File: config.mk
export PLATFORM = sky130hd
export DESIGN_NAME = uart_cmd_frame_parser_flat
export DESIGN_NICKNAME = d
export VERILOG_FILES = /design/src/rtl/uart_cmd_frame_parser_if.sv /design/src/rtl/uart_cmd_frame_parser.sv /design/src/flat_wrapper.sv
export SDC_FILE = /design/constraint.sdc
export NUM_CORES = 1
export LEC_CHECK = 0
export ABC_AREA = 1
export BUFFER_PORTS_ARGS = -buffer_cell sky130_fd_sc_hd__buf_4
export CELL_PAD_IN_SITES_DETAIL_PLACEMENT = 1
export CELL_PAD_IN_SITES_GLOBAL_PLACEMENT = 2
export CORE_MARGIN = 2
export CORE_UTILIZATION = 34
export CTS_CLUSTER_DIAMETER = 50
export DETAILED_ROUTE_END_ITERATION = 8
export GPL_TIMING_DRIVEN = 0
export PLACE_DENSITY_LB_ADDON = 0.08
export RECOVER_POWER = 50
export SKIP_CTS_REPAIR_TIMING = 1
export SLEW_MARGIN = 0
export SYNTH_ARGS = -nofsm -noshare
export SYNTH_HDL_FRONTEND = slang
export SYNTH_SLANG_ARGS = --single-unit
File: constraint.sdc
create_clock -name sys_clk -period 2.9 [get_ports sys_clk]
set_clock_uncertainty 0.05 [all_clocks]
set_input_delay 0.29 -clock sys_clk [delete_from_list [all_inputs] [get_ports sys_clk]]
set_output_delay 0.29 -clock sys_clk [all_outputs]
set_load 0.005 [all_outputs]
File: src/rtl/uart_cmd_frame_parser_if.sv
// Byte stream in from the UART receiver, decoded command and response byte out.
// master = byte source / response sink side, slave = the frame parser.
interface uart_cmd_frame_parser_if;
   logic [7:0] rx_data;
   logic       rx_valid;
   logic [3:0] ctrl_command;
   logic [3:0] value_command;
   logic       command_out_flag;
   logic [7:0] tx_data;
   logic       tx_valid;
   logic       tx_ready;
   logic [7:0] err_cnt;
   logic       parser_busy;

   modport master (
      output rx_data, rx_valid, tx_ready,
      input  ctrl_command, value_command, command_out_flag,
      input  tx_data, tx_valid, err_cnt, parser_busy
   );

   modport slave (
      input  rx_data, rx_valid, tx_ready,
      output ctrl_command, value_command, command_out_flag,
      output tx_data, tx_valid, err_cnt, parser_busy
   );
endinterface

File: src/rtl/uart_cmd_frame_parser.sv
// Assembles 5-byte command frames (HDR0 HDR1 CMD VAL CHK), validates them and
// publishes the decoded command plus a single-entry ACK/NAK response.
module uart_cmd_frame_parser #(
   parameter logic [7:0] HDR0           = 8'h55,
   parameter logic [7:0] HDR1           = 8'hAA,
   parameter logic [7:0] ACK_BYTE       = 8'h06,
   parameter logic [7:0] NAK_BYTE       = 8'h15,
   parameter int         TIMEOUT_CYCLES = 500000
) (
   input logic                     sys_clk,
   input logic                     sys_rst,
   uart_cmd_frame_parser_if.slave  bus
);

   localparam int TW = (TIMEOUT_CYCLES > 1) ? $clog2(TIMEOUT_CYCLES) : 1;
   localparam logic [TW-1:0] TO_LAST = TW'(TIMEOUT_CYCLES - 1);

   typedef enum logic [2:0] {
      IDLE    = 3'd0,
      HDR2    = 3'd1,
      GET_CMD = 3'd2,
      GET_VAL = 3'd3,
      GET_CHK = 3'd4
   } state_t;

   state_t        state_reg, state_next;
   logic [TW-1:0] to_cnt_reg;
   logic [7:0]    cmd_reg, val_reg;
   logic [3:0]    ctrl_reg, value_reg;
   logic          flag_reg;
   logic [7:0]    tx_data_reg;
   logic          tx_valid_reg;
   logic [7:0]    err_reg;

   logic          busy_w;
   logic          timeout_hit;
   logic          frame_done;
   logic          frame_good;
   logic          frame_bad;
   logic [7:0]    chk_sum;
   logic          chk_ok;
   logic          fmt_ok;
   logic          resp_load;
   logic [7:0]    resp_byte;

   assign chk_sum = cmd_reg + val_reg;
   assign chk_ok  = (bus.rx_data == chk_sum);
   assign fmt_ok  = (cmd_reg[7:4] == 4'h0) && (val_reg[7:4] == 4'h0);

   // ---- state register ----
   always_ff @(posedge sys_clk or negedge sys_rst) begin
      if (!sys_rst) begin
         state_reg <= IDLE;
      end else begin
         state_reg <= state_next;
      end
   end

   // ---- next-state logic ----
   always_comb begin
      state_next = state_reg;
      if (timeout_hit) begin
         state_next = IDLE;
      end else if (bus.rx_valid) begin
         case (state_reg)
            IDLE:    if (bus.rx_data == HDR0) state_next = HDR2;
            HDR2: begin
               // A repeated HDR0 is treated as a fresh start of frame.
               if (bus.rx_data == HDR1)      state_next = GET_CMD;
               else if (bus.rx_data != HDR0) state_next = IDLE;
            end
            GET_CMD: state_next = GET_VAL;
            GET_VAL: state_next = GET_CHK;
            GET_CHK: state_next = IDLE;
            default: state_next = IDLE;
         endcase
      end
   end

   // ---- output / decision logic ----
   always_comb begin
      busy_w      = (state_reg != IDLE);
      // An arriving byte takes priority over an expiring timeout.
      timeout_hit = busy_w && !bus.rx_valid && (to_cnt_reg == TO_LAST);
      frame_done  = (state_reg == GET_CHK) && bus.rx_valid;
      frame_good  = frame_done && chk_ok && fmt_ok;
      frame_bad   = frame_done && !(chk_ok && fmt_ok);
      resp_load   = frame_done || timeout_hit;
      resp_byte   = frame_good ? ACK_BYTE : NAK_BYTE;
   end

   always_ff @(posedge sys_clk or negedge sys_rst) begin
      if (!sys_rst) begin
         to_cnt_reg   <= '0;
         cmd_reg      <= 8'h00;
         val_reg      <= 8'h00;
         ctrl_reg     <= 4'h0;
         value_reg    <= 4'h0;
         flag_reg     <= 1'b0;
         tx_data_reg  <= 8'h00;
         tx_valid_reg <= 1'b0;
         err_reg      <= 8'h00;
      end else begin
         if (!busy_w || bus.rx_valid || timeout_hit) begin
            to_cnt_reg <= '0;
         end else begin
            to_cnt_reg <= to_cnt_reg + 1'b1;
         end

         if (state_reg == GET_CMD && bus.rx_valid) cmd_reg <= bus.rx_data;
         if (state_reg == GET_VAL && bus.rx_valid) val_reg <= bus.rx_data;

         flag_reg <= frame_good;
         if (frame_good) begin
            ctrl_reg  <= cmd_reg[3:0];
            value_reg <= val_reg[3:0];
         end

         if ((frame_bad || timeout_hit) && err_reg != 8'hFF) begin
            err_reg <= err_reg + 8'd1;
         end

         // Single-entry queue: a pending byte blocks new ones unless it is
         // being accepted this very cycle.
         if (resp_load && (!tx_valid_reg || bus.tx_ready)) begin
            tx_valid_reg <= 1'b1;
            tx_data_reg  <= resp_byte;
         end else if (tx_valid_reg && bus.tx_ready) begin
            tx_valid_reg <= 1'b0;
         end
      end
   end

   assign bus.ctrl_command     = ctrl_reg;
   assign bus.value_command    = value_reg;
   assign bus.command_out_flag = flag_reg;
   assign bus.tx_data          = tx_data_reg;
   assign bus.tx_valid         = tx_valid_reg;
   assign bus.err_cnt          = err_reg;
   assign bus.parser_busy      = busy_w;

endmodule

File: src/flat_wrapper.sv
// flat-port wrapper written by rule: the top's interface ports become plain ports
module uart_cmd_frame_parser_flat 
#(
   parameter logic [7:0] HDR0           = 8'h55,
   parameter logic [7:0] HDR1           = 8'hAA,
   parameter logic [7:0] ACK_BYTE       = 8'h06,
   parameter logic [7:0] NAK_BYTE       = 8'h15,
   parameter int         TIMEOUT_CYCLES = 500000
)
  (sys_clk, sys_rst, bus_rx_data, bus_rx_valid, bus_tx_ready, bus_ctrl_command, bus_value_command, bus_command_out_flag, bus_tx_data, bus_tx_valid, bus_err_cnt, bus_parser_busy);
  uart_cmd_frame_parser_if bus_i ();
  input logic sys_clk;
  input logic sys_rst;
  input wire logic [$bits(bus_i.rx_data)-1:0] bus_rx_data;
  input wire logic [$bits(bus_i.rx_valid)-1:0] bus_rx_valid;
  input wire logic [$bits(bus_i.tx_ready)-1:0] bus_tx_ready;
  output wire logic [$bits(bus_i.ctrl_command)-1:0] bus_ctrl_command;
  output wire logic [$bits(bus_i.value_command)-1:0] bus_value_command;
  output wire logic [$bits(bus_i.command_out_flag)-1:0] bus_command_out_flag;
  output wire logic [$bits(bus_i.tx_data)-1:0] bus_tx_data;
  output wire logic [$bits(bus_i.tx_valid)-1:0] bus_tx_valid;
  output wire logic [$bits(bus_i.err_cnt)-1:0] bus_err_cnt;
  output wire logic [$bits(bus_i.parser_busy)-1:0] bus_parser_busy;
  assign bus_i.rx_data = bus_rx_data;
  assign bus_i.rx_valid = bus_rx_valid;
  assign bus_i.tx_ready = bus_tx_ready;
  assign bus_ctrl_command = bus_i.ctrl_command;
  assign bus_value_command = bus_i.value_command;
  assign bus_command_out_flag = bus_i.command_out_flag;
  assign bus_tx_data = bus_i.tx_data;
  assign bus_tx_valid = bus_i.tx_valid;
  assign bus_err_cnt = bus_i.err_cnt;
  assign bus_parser_busy = bus_i.parser_busy;
  uart_cmd_frame_parser #(.HDR0(HDR0), .HDR1(HDR1), .ACK_BYTE(ACK_BYTE), .NAK_BYTE(NAK_BYTE), .TIMEOUT_CYCLES(TIMEOUT_CYCLES)) u_core (.sys_clk(sys_clk), .sys_rst(sys_rst), .bus(bus_i));
endmodule
==> summary.md, run 1 <==
| Metric | Value |
|---|---|
| Max FFs per register | `19` |
| EDFF count, synth | `0` |
| VDD IR-drop max | `0.389 mV` |
| Register area | `1480 um^2` |
| Worst Tran Pin Value | `1.55 ns` |
| Most frequent CP cell | `nand2_1` |
| CTS tree | `built` |
| Vias in the first global route | `2845` |
| Seq/Total Area, Yosys | `44.2%` |
| R2R setup slack | `0.53 ns` |
| Final Hold Fails | `0` |
| IO buf count | `34` |
| Cell Rows | `36` |
| Synth Instances | `427` |
| Violated checks | `capacitance limit, slew limit` |
| Clock tree sinks | `59` |
| Core Area | `9640 um^2` |
| Post-synthesis register bit count | `59` |
| Yosys cell types | `40` |
| Maximum clock path buffer count | `2` |
| RSZ-0062 raised after global routing | `no` |
| Die Area | `10600 um^2` |
| Setup Viol. Count Final | `0` |
| Hpwl dp | `6.27 mm` |
| First-pass GRT wire length | `13.9 mm` |
| Routed via count | `2861` |
| DRT antenna net count | `0` |
| Antenna violations before repair | `0` |
| R2R depth | `14` |
| GR Overflow Total | `0` |
| Worst-path fanout max | `10` |
| Fillers | `1223` |
| Area leader, netlist | `dfrtp_1` |
| Critical Path Sink Type | `register` |
| FFs w/ async S/R, synth | `100%` |
| # DRC | `0` |
| Die H | `103 um` |
| Fraction of the cycle the final worst path needs | `81.6%` |
| Hold Crit Endpoint | `u_core.bus.tx_valid` |
| Synth Warn # | `0` |
| Pleak | `0.00207 uW` |
| Die W | `103 um` |
| Initial DRC count | `51` |
| Drt first pass iters | `4` |
| Mean routed wirelength per cell | `13.5 um` |
| Syn Area/Cell | `7.81 um^2` |
| Initial core utilization | `34.6%` |
| Worst Setup Start Kind | `register` |
| Routed vias/inst | `4.67` |
| Status | `complete, but fails checks` |
| I/O pin total | `39` |
| Reg-to-reg critical path endpoint | `u_core.bus.tx_data[0]` |
| Total Wirelength | `8.30 mm` |
| CP cell instances | `ha_1, fa_1, inv_1, nand2_1, nand2_1, nor2_1, nand2_1, nor2_1, nand2_1, nor2_4, nand3_2, buf_6, o21bai_2, inv_1` |
| WP data arrival | `2.56 ns` |
| Area fraction of the dominant cell type after synthesis | `44.2%` |
| Most area-consuming cells after synthesis | `dfrtp_1, nand2_1, inv_1, nand3_1, o21ai_0` |
| Max Slew Vio Count | `60` |
| Final nets | `497` |
| Crit-path slowest cell | `fa_1` |
| Top FF cell, synth | `dfrtp_1` |
| Crit path largest cell delay | `0.52 ns` |
| Multi-input gate area | `1600 um^2` |
| Total power | `3320 uW` |
| CTS clk-pin slew, worst paths | `0.07 ns` |
| Num CTS Buffers | `9` |
| Gp weighted congestion | `0.789` |
| Worst r2r src | `u_core.val_reg[0]` |
| P&R area growth vs syn | `20.7%` |
| CP Class | `reg2reg` |
| Post-route setup TNS | `0 ns` |
| Min Tclk post-route | `2.37 ns` |
| Largest net degree at the start of global routing | `60` |
| GRT Util Overall | `17.3%` |
| Antenna Cells | `0` |
| Max-cap viol count | `1` |
| Share of cells above drive strength 1 | `17.7%` |
| Mapped Area | `3340 um^2` |
| Clock Latency Late Sink | `0.35 ns` |
| Hold Startpoint | `bus_tx_ready` |
| Hold WC Path Type | `in2reg` |
| PD cells | `825 nW/um^2` |
| H-Tree Depth | `3` |
| Max Fclk | `422 MHz` |
| WHS Path Cells | `4` |
| Clock root cell | `clkbuf_8` |
| Critical Path RT | `3.09 ns` |
| Max_slew headroom | `-3.08%` |
-- kinds of logic (layout without fill, tap and decap cells) --
logic type | count (synthesis) | after routing | synth area share [%]
xor gates and xnor gates | 12 | 12 | 3.15
and+or+nand+nor | 229 | 229 | 31.5
DFF | 59 | 59 | 44.2
other | 1 | 4 | 0.112
AOI/OAI and AO/OA | 54 | 54 | 9.04
buffers and inverters | 62 | 112 | 8.02
adders and majority gates | 10 | 10 | 3.97
-- synthesized netlist by cell type (2+ instances only) --
cell type and number:
a21oi_1 16, buf_4 5, buf_6 2, clkbuf_1 2, dfrtp_1 59, ha_1 9, inv_1 48, inv_2 4
nand2_1 133, nand2_2 4, nand3_1 29, nand3_2 2, nand4_1 6, nor2_1 29, nor2_2 4, nor2_4 3
nor3_1 8, nor4_1 4, o211ai_1 2, o21a_1 2, o21ai_0 26, o21ai_1 2, xnor2_1 5, xor2_1 7
-- worst max-delay path, delay by kind of cell (launching register included) --
family,cells,cell delay [ns]
DFF,1,0.40
AOI/OAI and AO/OA,1,0.10
buffers and inverters,3,0.24
and+or+nand+nor,8,0.70
adders and majority gates,2,0.77
-- layout make-up --
class / count / share of cell area [%]
Multi-Input combinational cell: 309 / 39.8
Inverter: 52 / 4.85
Buffer: 10 / 1.80
Tap cell: 133 / 4.13
Timing Repair Buffer: 34 / 6.28
Sequential cell: 59 / 36.7
Clock buffer: 12 / 4.10
Clock inverter: 4 / 2.36
-- per-layer routing --
layer,GRT usage [%],routed length (um)
met4,7.59,166
met3,3.05,173
met5,0,0
met2,27.8,3930
met1,23.0,4020
-- power breakdown --
group          internal (uW)  total, uW  switching (uW)
logic                    461       1170             709
clock network            640        991             351
registers                990       1160             172
-- stage by stage --
stage,cell area (um^2),setup WS (ns),hold slack (ns),util (%),cells
6_report,4030,0.533,0.181,41.8,613
5_1_grt,4030,0.262,0.208,41.8,613
4_1_cts,4030,0.494,0.00600,41.8,613
3_5_place_dp,3770,0.516,0.381,39.1,597
3_3_place_gp,3770,0.553,0.379,39.1,597
2_1_floorplan,3350,0.732,-0.0556,-,430
-- how the worst max path moves through the flow --
stage	startpoint	end	slack [ns]	depth (start not counted)
after global placement	u_core.val_reg[0]	u_core.bus.tx_data[0]	0.55	14
after global routing	u_core.val_reg[0]	u_core.bus.tx_data[0]	0.26	14
final	u_core.val_reg[0]	u_core.bus.tx_data[0]	0.53	14
after floorplan	u_core.val_reg[0]	u_core.bus.tx_data[0]	0.73	14
after CTS	u_core.val_reg[0]	u_core.bus.tx_data[0]	0.49	14
after detailed placement	u_core.val_reg[0]	u_core.bus.tx_data[0]	0.52	14
-- layout by cell type (no fill, tap or decap), types with 3 or more instances in the layout --
master / n
a21oi_1: 16
buf_4: 27
bufinv_16: 3
clkbuf_4: 11
clkbuf_8: 12
conb_1: 4
dfrtp_1: 59
ha_1: 9
inv_1: 48
inv_2: 4
nand2_1: 133
nand2_2: 4
nand3_1: 29
nand4_1: 6
nor2_1: 29
nor2_2: 4
nor2_4: 3
nor3_1: 8
nor4_1: 4
o21ai_0: 26
xnor2_1: 5
xor2_1: 7
(Power assumes the default switching activity.)
==> run 2, diff against run 1 <==
- ABC_AREA: 1 -> 0
- clock period: 2.9 -> 1.95 ns (I/O delays scaled with it)
==> run 2 against run 1 <==
The flow finishes with violations (setup timing). Count of clock-buffer cells in the layout decreased by 1. Final area decreased by 0.25%. Cell count decreased by 24%. Via count decreased by 17%. Core utilization increased by 4.1 points. Critical path depth decreased by 5. Largest cell class unchanged.
==> summary.md, run 2 <==
| Metric | Value |
|---|---|
| Status | `complete, but fails checks` |
| Violated checks | `setup timing` |
| Synth Instances | `288` |
| Final Util | `45.8%` |
| Final Hold Fails | `0` |
| Drt first pass iters | `4` |
| Fraction of the cycle the final worst path needs | `146%` |
| Top FF cell, synth | `dfrtp_1` |
| IO buf count | `34` |
| Vias in the first global route | `2291` |
| Critical Path End | `u_core.bus.err_cnt[7]` |
| Pleak | `0.00174 uW` |
| Max FFs per register | `19` |
| Grt met3 use | `3.02%` |
| H-Tree Depth | `3` |
| Routing usage on met1 | `22.6%` |
| WP data arrival | `3.02 ns` |
| Setup ws final | `-0.894 ns` |
| Max_slew headroom | `11.3%` |
| Critical Path RT | `2.12 ns` |
| # DRC | `0` |
| Maximum clock path buffer count | `2` |
| Setup Viol. Count Final | `19` |
| Antenna Cells | `0` |
| Hold Startpoint | `bus_rx_data[7]` |
| CTS tree | `built` |
| Die H | `99.5 um` |
| Worst-path fanout max | `7` |
| Max Fclk | `352 MHz` |
| Most area-consuming cells after synthesis | `dfrtp_1, mux2_2, xnor2_1, ha_1, nor2_1` |
| Area fraction of the dominant cell type after synthesis | `47.6%` |
| Worst r2r src | `u_core.val_reg[6]` |
| Hold WC Path Type | `in2reg` |
| Commonest non-fill, non-tap cell in the layout | `dfrtp_1` |
| Top-count cell post-synth | `dfrtp_1` |
| FFs w/ async S/R, synth | `100%` |
| Max Slew Vio Count | `0` |
| Clock Latency Late Sink | `0.34 ns` |
| Commonest cells after routing, fill and taps aside | `dfrtp_1, buf_4, nor2_1` |
| Share of cells above drive strength 1 | `37.5%` |
| EDFF count, synth | `0` |
| Area leader, netlist | `dfrtp_1` |
| Initial DRC count | `40` |
| RSZ-0062 raised after global routing | `yes` |
| Worst Setup Start Kind | `register` |
| PD cells | `1290 nW/um^2` |
| Fillers | `993` |
| Largest net degree at the start of global routing | `60` |
| GR Overflow Total | `0` |
| Hpwl dp | `5.00 mm` |
| Critical Path Sink Type | `register` |
| Hold slack | `0.0877 ns` |
| GRT Util Overall | `15.1%` |
| Cell Rows | `34` |
| R2R setup slack | `-0.89 ns` |
| First-pass GRT wire length | `11.7 mm` |
| Routed vias/inst | `5.11` |
| Syn Area/Cell | `10.8 um^2` |
| Reg-to-reg critical path endpoint | `u_core.bus.err_cnt[7]` |
| Final nets | `374` |
| Critical Path Start | `u_core.val_reg[6]` |
| Die Area | `9900 um^2` |
| Mapped Area | `3100 um^2` |
| Gp weighted congestion | `0.721` |
| Antenna violations before repair | `0` |
| Routed via count | `2375` |
| Post-synthesis register bit count | `59` |
| Worst Tran Pin Value | `1.33 ns` |
| Mean routed wirelength per cell | `15.3 um` |
| Clock tree sinks | `59` |
| Gr busiest metal | `met1` |
| GRT met2 Usage | `21.4%` |
| Yosys cell types | `41` |
| Total Wirelength | `7.13 mm` |
| Total power | `5170 uW` |
| R2R depth | `9` |
| CTS clk-pin slew, worst paths | `0.07 ns` |
| Seq/Total Area, Yosys | `47.6%` |
| Clock root cell | `clkbuf_8` |
| VDD IR-drop max | `0.566 mV` |
| Post-synth top cells | `dfrtp_1, nor2_1, mux2_2, xnor2_1` |
| Num CTS Buffers | `9` |
| Core Area | `8760 um^2` |
| Initial core utilization | `35.4%` |
| Synth Warn # | `0` |
| Min Tclk post-route | `2.84 ns` |
| DRT antenna net count | `0` |
| P&R area growth vs syn | `29.6%` |
| CP Class | `reg2reg` |
| I/O pin total | `39` |
| Die W | `99.5 um` |
| Max-cap viol count | `0` |
[run 2: cell types whose count changed after synthesis, moves of 4 or more]
cell,before,now
and3_1,0,6
inv_1,48,6
inv_2,4,0
mux2_2,0,25
nand2_1,133,15
nand2_2,4,0
nand2b_1,0,6
nand3_1,29,19
nor2_2,4,0
nor4bb_1,0,5
o21ai_0,26,6
or3_1,0,6
xnor2_1,5,20
[run 2: power by group]
part	switching (uW)	internal [uW]
clock network	506	455
registers	303	1480
logic	1170	1250
total	1980	3180
[run 2: cells by family after synthesis]
logic type                 after synthesis  synth area share, %
AOI/OAI and AO/OA                       36                 7.95
xor gates and xnor gates                29                 8.19
adders and majority gates               10                 4.28
buffers and inverters                   14                 2.30
DFF                                     59                 47.6
muxes                                   26                 9.44
other                                    1                0.121
and+or+nand+nor                        113                 20.1
[run 2: routing by layer]
metal / vias to the layer above / part of all wire [%] / wire (um)
met2: 42 / 43 / 3050
met3: 11 / 3.5 / 250
li1: 1157 / - / -
met4: 0 / 1.9 / 132
met1: 1165 / 52 / 3700
met5: - / 0 / 0
[run 2: area by class of cell]
cell class | instances | area (um^2) | area share [%]
clock buffer | 11 | 131 | 3.27
timing repair buffer | 52 | 390 | 9.72
clock inverter | 5 | 30.0 | 0.747
sequential | 59 | 1480 | 36.8
buffer | 6 | 45.0 | 1.12
inverter | 6 | 22.5 | 0.561
tap | 108 | 135 | 3.36
multi-input combinational | 218 | 1780 | 44.4
[run 2: critical path: stages (launching register included)]
cell and delay [ns]:
dfrtp_1 0.41, ha_1 0.38, o21ai_0 0.13, nor2_2 0.08, or4_4 0.53, a2111oi_4 0.35
buf_4 0.19, a31oi_4 0.13, nand4_1 0.17, mux2_4 0.31
[run 2: worst min path at each step]
stage	endpoint	depth (start not counted)
final	u_core.val_reg[7]	2
after global routing	u_core.cmd_reg[2]	2
after CTS	u_core.bus.err_cnt[1]	1
after detailed placement	u_core.bus.err_cnt[1]	1
after global placement	u_core.bus.err_cnt[1]	1
after floorplan	u_core.bus.command_out_flag	0
[run 2: through the flow]
stage | cells | cell area (um^2) | setup TNS, ns | setup WS, ns
after CTS | 449 | 3740 | -23.27 | -0.903
after floorplan | 291 | 3180 | -9.88 | -0.679
final | 465 | 4020 | -15.07 | -0.894
after detailed placement | 433 | 3570 | -22.31 | -0.877
after global routing | 465 | 4020 | -17.35 | -0.999
after global placement | 433 | 3570 | -21.94 | -0.867
==> run 3, diff against run 2 <==
- GPL_TIMING_DRIVEN: 0 -> unset
- HOLD_SLACK_MARGIN: unset -> 0.06
==> run 3 against run 2 <==
The flow still finishes with violations (setup timing). Power increased by 14%. Core utilization increased by 5.2 points. Critical path depth unchanged. Die area unchanged. Via count increased by 11%. Wire length increased by 14%. Maximum frequency increased by 1.4%. Sequential power decreased by 6%. First-iteration DRC count increased by 33%. Sequential cell count unchanged. Register-to-register slack improved by 0.04 ns.
==> summary.md, run 3 (synthesis gave the netlist of run 2 again) <==
| Metric | Value |
|---|---|
| IO buf count | `34` |
| Final instance area | `4470 um^2` |
| Crit-path slowest cell | `or4_4` |
| Commonest non-fill, non-tap cell in the layout | `buf_4` |
| Max Slew Vio Count | `0` |
| Clock network fraction of total power | `19.0%` |
| Antenna violations before repair | `0` |
| Hold WC Path Type | `in2reg` |
| GR Overflow Total | `0` |
| DRT antenna net count | `0` |
| P&R area growth vs syn | `44.3%` |
| Clock tree sinks | `59` |
| VDD IR-drop max | `0.575 mV` |
| Die H | `99.5 um` |
| Final nets | `431` |
| Setup Viol. Count Final | `19` |
| # DRC | `0` |
| Routed via count | `2626` |
| Max-cap viol count | `0` |
| CTS clk-pin slew, worst paths | `0.06 ns` |
| Total Wirelength | `8.17 mm` |
| Share of cells above drive strength 1 | `45.0%` |
| Die W | `99.5 um` |
| First-pass GRT wire length | `13.6 mm` |
| Max_slew headroom | `47.6%` |
| CP Class | `reg2reg` |
| Critical Path RT | `2.12 ns` |
| Fillers | `999` |
| Placed Area | `4060 um^2` |
| Worst Tran Pin Value | `0.786 ns` |
| Cell Rows | `34` |
| Maximum clock path buffer count | `2` |
| Core Area | `8760 um^2` |
| Commonest cells after routing, fill and taps aside | `buf_4, dfrtp_1, nor2_1` |
| Antenna Cells | `0` |
| Initial core utilization | `35.4%` |
| Num CTS Buffers | `9` |
| Initial DRC count | `53` |
| Max Fclk | `357 MHz` |
| Comb pwr share | `52.7%` |
| Sequential share of power | `28.3%` |
| Worst-path fanout max | `5` |
| Largest delay contributor family on the critical path | `simple AND/OR/NAND/NOR gates` |
| Max FFs per register | `19` |
| Worst path bufs/invs | `1` |
| Vias in the first global route | `2706` |
| Gp weighted congestion | `0.776` |
| Critical Path Sink Type | `register` |
| Hpwl dp | `5.93 mm` |
| PD cells | `1320 nW/um^2` |
| WP data arrival | `2.97 ns` |
| Routed vias/inst | `5.04` |
| I/O pin total | `39` |
| Net Sw Frac | `35.9%` |
| Pleak | `0.00205 uW` |
| Finished Layout Cells | `521` |
| CTS tree | `built` |
| Multi-input gate area | `1760 um^2` |
| Drt first pass iters | `4` |
| Status | `complete, but fails checks` |
| Largest net degree at the start of global routing | `35` |
| Clock root cell | `clkbuf_8` |
| Post-route setup TNS | `-14.26 ns` |
| Crit path largest cell delay | `0.56 ns` |
| P_int | `3790 uW` |
| Mean routed wirelength per cell | `15.7 um` |
| Worst Setup Start Kind | `register` |
| R2R setup slack | `-0.85 ns` |
| CP cell instances | `ha_1, o21ai_1, nor2_2, or4_4, a2111oi_4, buf_4, a31oi_4, nand4_1, mux2_4` |
| Fraction of the cycle the final worst path needs | `144%` |
| Psw | `2120 uW` |
| Clock Latency Late Sink | `0.34 ns` |
| RSZ-0062 raised after global routing | `yes` |
| Die Area | `9900 um^2` |
| Setup ws final | `-0.854 ns` |
| GRT Util Overall | `17.6%` |
| Placed Cells | `494` |
| Final Util | `51.0%` |
| Register area | `1480 um^2` |
| Violated checks | `setup timing` |
| H-Tree Depth | `3` |
| Pre-CTS WS | `-0.801 ns` |
| Min Tclk post-route | `2.80 ns` |
| Final Hold Fails | `0` |
-- run 3: cell count changes in the layout (fill, tap and decap cells not counted), sizes merged --
cell      change
buf          +68
clkbuf        -9
clkinv        -2
clkinvlp      -2
bufinv        +1
-- run 3: power groups by stage --
stage	Sequential [uW]	Combinational (uW)	Clock, uW
6_report	1670	3110	1120
4_1_cts	1660	2880	1170
5_1_grt	1710	3420	1220
3_3_place_gp	1660	2800	0
3_5_place_dp	1680	2830	0
2_1_floorplan	1690	1690	0
-- run 3: final timing paths --
kind                                       startpoint                     endpoint  cells past startpoint
worst max register to register      u_core.val_reg[6]        u_core.bus.err_cnt[7]                      9
worst min register to register  u_core.bus.tx_data[2]        u_core.bus.tx_data[2]                      1
min in group asynchronous                     sys_rst        u_core.bus.err_cnt[1]                      2
worst min-delay path                   bus_rx_data[5]            u_core.cmd_reg[5]                      2
max in group asynchronous                     sys_rst  u_core.bus.value_command[0]                      3
worst max-delay path                u_core.val_reg[6]        u_core.bus.err_cnt[7]                      9
-- run 3: worst register-to-register path: cells and delay by family (launching register included) --
family	cells	cell delay [ns]
simple gates	3	0.78
compound gates	3	0.63
flops	1	0.39
fa+ha+maj	1	0.36
buf+inv	1	0.18
mux	1	0.31
-- run 3: metrics by stage --
step	power (uW)	hold slack [ns]
after global placement	4460	0.0860
after floorplan	3380	-0.151
after global routing	6350	0.0791
after detailed placement	4510	0.0847
after CTS	5710	-0.284
final	5910	0.0875
-- run 3: cell type report --
type	instances	area share, %
clock buffers	13	3.55
clock inverters	2	0.783
inverters	6	0.503
multi-input cells	218	39.4
flip-flops and latches	59	33.0
well taps	108	3.02
repair buffers	115	19.7
-- run 3: routing by layer --
layer	vias to the layer above	share of wire (%)	track usage [%]	routed length (um)
met1	1308	49	24.6	3990
met5	-	0	0	0
li1	1263	-	-	-
met3	15	2.7	2.95	223
met4	0	2.2	7.69	180
met2	40	46	26.9	3770
